### src/rtl/parity_stream.sv
// rtl/parity_stream.sv - streaming word/frame parity generator and checker as a one-stage register slice
module parity_stream #(
  parameter int WIDTH = 9,
  parameter int CNT_W = 16
) (
  input  logic             clk,
  input  logic             rst,
  input  logic             odd_sel,
  input  logic             chk_en,
  input  logic             clr_cnt,
  input  logic             s_valid,
  output logic             s_ready,
  input  logic [WIDTH-1:0] s_data,
  input  logic             s_par,
  input  logic             s_last,
  output logic             m_valid,
  input  logic             m_ready,
  output logic [WIDTH-1:0] m_data,
  output logic             m_par,
  output logic             m_last,
  output logic             m_err,
  output logic             m_frame_par,
  output logic [CNT_W-1:0] err_cnt,
  output logic             busy
);

  localparam logic [CNT_W-1:0] CNT_ONE = CNT_W'(1);

  // Parity mode captured on the first beat of a frame; held until the frame ends.
  logic mode_q;
  // Running XOR of the data words accepted so far in the current frame.
  logic acc_q;

  logic acc_in;
  logic data_par;
  logic mode_eff;
  logic wp;
  logic err;
  logic acc_next;
  logic frame_par;
  logic cnt_sat;

  // Handshake, word parity, check and frame parity for the beat on the input.
  always_comb begin
    // The slice can take a new beat when empty or when its beat leaves this cycle.
    s_ready   = ~rst & (~m_valid | m_ready);
    acc_in    = s_valid & s_ready;
    data_par  = ^s_data;
    // Outside a frame the live select applies; inside, the latched one does.
    mode_eff  = busy ? mode_q : odd_sel;
    wp        = data_par ^ mode_eff;
    err       = chk_en & (s_par != wp);
    // A new frame restarts the accumulator from this word alone.
    acc_next  = busy ? (acc_q ^ data_par) : data_par;
    // Frame parity is only presented on the closing beat; zero elsewhere.
    frame_par = s_last & (acc_next ^ mode_eff);
    cnt_sat   = &err_cnt;
  end

  // Output register slice: load on accept, drain when downstream takes it.
  always_ff @(posedge clk or posedge rst) begin
    if (rst) begin
      m_valid     <= 1'b0;
      m_data      <= '0;
      m_par       <= 1'b0;
      m_last      <= 1'b0;
      m_err       <= 1'b0;
      m_frame_par <= 1'b0;
    end else if (acc_in) begin
      m_valid     <= 1'b1;
      m_data      <= s_data;
      m_par       <= wp;
      m_last      <= s_last;
      m_err       <= err;
      m_frame_par <= frame_par;
    end else if (m_valid & m_ready) begin
      // Payload fields hold their last value; only the valid flag drops.
      m_valid     <= 1'b0;
    end
  end

  // Frame tracking: busy flag, latched mode and running accumulator.
  always_ff @(posedge clk or posedge rst) begin
    if (rst) begin
      busy   <= 1'b0;
      mode_q <= 1'b0;
      acc_q  <= 1'b0;
    end else if (acc_in) begin
      if (s_last) begin
        // Frame closes here (including single-beat frames): back to idle.
        busy  <= 1'b0;
        acc_q <= 1'b0;
      end else begin
        busy  <= 1'b1;
        acc_q <= acc_next;
        if (!busy) begin
          mode_q <= odd_sel;
        end
      end
    end
  end

  // Saturating mismatch counter; a clear request wins over a same-cycle error.
  always_ff @(posedge clk or posedge rst) begin
    if (rst) begin
      err_cnt <= '0;
    end else if (clr_cnt) begin
      err_cnt <= '0;
    end else if (acc_in && err && !cnt_sat) begin
      err_cnt <= err_cnt + CNT_ONE;
    end
  end

endmodule

### config.mk
export PLATFORM = sky130hd
export DESIGN_NAME = parity_stream
export DESIGN_NICKNAME = d
export VERILOG_FILES = /design/src/rtl/parity_stream.sv
export SDC_FILE = /design/constraint.sdc
export NUM_CORES = 1
export LEC_CHECK = 0
export CORE_UTILIZATION = 45
export CTS_CLUSTER_SIZE = 30
export DETAILED_ROUTE_END_ITERATION = 7
export MAX_ROUTING_LAYER = met4
export PLACE_DENSITY = 0.88
export SLEW_MARGIN = 25
export SYNTH_ARGS = -nofsm -noshare
export SYNTH_HDL_FRONTEND = slang
export SYNTH_SLANG_ARGS = --single-unit
export TNS_END_PERCENT = 100
### constraint.sdc
create_clock -name clk -period 3.2 [get_ports clk]
set_clock_uncertainty 0.2 [all_clocks]
set_input_delay 0.64 -clock clk [delete_from_list [all_inputs] [get_ports clk]]
set_output_delay 0.64 -clock clk [all_outputs]
set_load 0.05 [all_outputs]
==> metrics <==
status=completed; slowest cell on the critical path=or4_1; Storage cell area=825.8 µm²; syn avg cell area=10.20 µm²; Pwr Total=1.400 mW; grt ovf=0; Placed Instances=267; initial antenna violation count=0; Seq/Total Area, Yosys=0.4681; Slew Viols, Final=0; drt drc=0; number of synthesized flops with an enable pin=0; CTS tree=built; Worst-path clk slew=0.06 ns; DIE AREA=4175 µm²; vias in the first global route=1520; fill cell count=298; top layer in use=met4; largest vdd supply drop=0.0003118 V; highest clock rate=325.5 MHz; most used flip-flop cell after synthesis=dfrtp_1; CTS max path bufs=2; FF-to-FF path depth=6; Crit Path Class=in -> reg; Hold-fix buffers, CTS=0; CTS sink cnt=33; Mapped Nets=192; number of setup violations in the final report=0; Worst Setup Start Kind=input pin; Crit path required time=3.19 ns; DRT antenna net count=0; Clk Latency, worst-skew pair=0.28 ns; Yosys top cell by area=dfrtp_1; CP peak stage delay=0.50 ns; commonest non-fill, non-tap cell in the layout=clkdlybuf4s50_1; largest net degree at the start of global routing=34; hold path depth=2; crit path max fanout=16; area of the multi-input gates=860.8 µm²; final WL=4.094 mm; area grow syn2layout=37.80%; Total Routing Usage GR=0.2261; Starting DRT DRC Count=46; WHS=0.2748 ns; H-tree Lvls=2; mean routed wirelength per cell=14.89 µm; Hold WC Path Type=reg -> reg; DIE WIDTH=64.62 µm; first-pass detailed-route iteration total=4; Distinct cells, synth=36; post-DP HPWL=2.981 mm; Starting Density=0.4747; layout cells sized above 1=0.1322; Yosys reg bits=33; Post-CTS Resized=0; HP Start=m_err; core area=3716 µm²; reg-to-reg slack, setup=0.72 ns; Area contributors post-synth=dfrtp_1, mux2_2, or4_1; Worst R2R End=err_cnt[9]; minimum clock period=3.073 ns; Worst slew margin=0.5553; Via density=5.527; Non-Filler Instances=275; worst-margin pin slew=0.6649 ns; WL met2=1.990 mm; Die Y=64.62 µm; Critical Path AT=3.06 ns; # IOs=50; total CTS buffers=5; commonest non-fill, non-tap cells in the layout=clkdlybuf4s50_1, dfrtp_1, nand2_1, a21oi_1; Port Buffers=49; hold path endpoint=m_err; Power Density=575.7 nW/µm²; Leakage=0.9590 nW; count of final hold-check violations=0; fin crit share=0.9602; Post-Syn Instances=173; DR WL met3=267 µm; Post-synth ARST share=1.000; nets@finish=245; Yosys top cell area share=0.4681; MaxCap Viol Count=0; clock root buffer=clkbuf_8; Yosys warnings=0; Antenna diodes=0; Worst R2R Start=err_cnt[0]; Syn Std Cell Area=1764 µm²; RSZ-0062 raised after global routing=no; worst path cell trace=clkdlybuf4s50_1 -> xnor2_1 -> xnor3_2 -> xnor3_1 -> buf_4 -> or4_1 -> a21oi_1; total number of vias=1520; Post-DP Area=2330 µm²; # rows=22; Final Util=0.6542; GPL Wtd Cong=0.7551; CP endpoint kind=flip-flop; post-route cell area=2431 µm²; Post-CTS Setup Bufs=0; Metal-1 WL=1.777 mm; first-pass GRT wire length=6.837 mm
routing by layer:
metal	up-vias	global-route usage
met2	53	0.3829
met1	722	0.2460
li1	740	-
met4	0	0.08333
met5	-	-
met3	5	0.07570
synth_stat cells (all sizes together) (2+ instances only):
| master | n |
|---|---|
| inv | 8 |
| a21oi | 14 |
| nor3 | 4 |
| nor4 | 2 |
| buf | 5 |
| xnor3 | 2 |
| nand3 | 9 |
| or4 | 11 |
| or3 | 4 |
| o21ai | 7 |
| xor2 | 4 |
| mux2 | 11 |
| nor2b | 4 |
| clkbuf | 5 |
| o31ai | 10 |
| nand4 | 3 |
| nand2 | 14 |
| dfrtp | 33 |
| nor2 | 5 |
| xnor2 | 5 |
power by group:
group	switching (mW)	total (mW)	internal (mW)
Clock	0.145	0.339	0.194
Sequential	0.0321	0.502	0.470
Combinational	0.330	0.559	0.229
critical path: cells and delay by family:
family,cells,cell delay [ns]
xor gates and xnor gates,3,1.10
buffers and inverters,2,0.64
and+or+nand+nor,1,0.50
AOI/OAI and AO/OA,1,0.17
final cells by class:
cell class / count / area share
multi-input combinational: 122 / 0.3541
sequential: 33 / 0.3397
timing repair buffer: 56 / 0.2275
clock buffer: 7 / 0.03963
tap: 48 / 0.02470
inverter: 8 / 0.01235
clock inverter: 1 / 0.002059
worst max path at each step:
stage                          from          end  cells after the start
after detailed placement  s_data[3]   err_cnt[3]                      7
after floorplan                 rst      s_ready                      2
after global routing      s_data[3]  err_cnt[10]                      7
after global placement    s_data[3]  err_cnt[12]                      7
after CTS                 s_data[3]   err_cnt[3]                      7
final                     s_data[3]   err_cnt[3]                      7
state kept, by name, summed over array words and instances (netlist names):
name,flops
m_err,1
m_last,1
busy,1
m_data,9
m_par,1
acc_q,1
err_cnt,16
mode_q,1
m_valid,1
m_frame_par,1
cell families (layout without fill, tap and decap cells):
kind of cell	after synthesis	in the layout	synth area share
buf+inv	18	72	0.04397
flops	33	33	0.4681
xor+xnor	12	12	0.08439
compound gates	34	34	0.1206
simple gates	63	63	0.2000
mux	12	12	0.07589
fa+ha+maj	1	1	0.007091
metrics by stage:
| stage | worst slack, ns | TNS (ns) |
|---|---|---|
| 2_1_floorplan | 0.4713 | 0 |
| 3_3_place_gp | -0.06699 | -0.6085 |
| 3_5_place_dp | -0.1689 | -2.068 |
| 4_1_cts | 0.1251 | 0 |
| 5_1_grt | 0.03731 | 0 |
| 6_report | 0.1275 | 0 |
No activity file was read; power rests on OpenSTA's default activity.
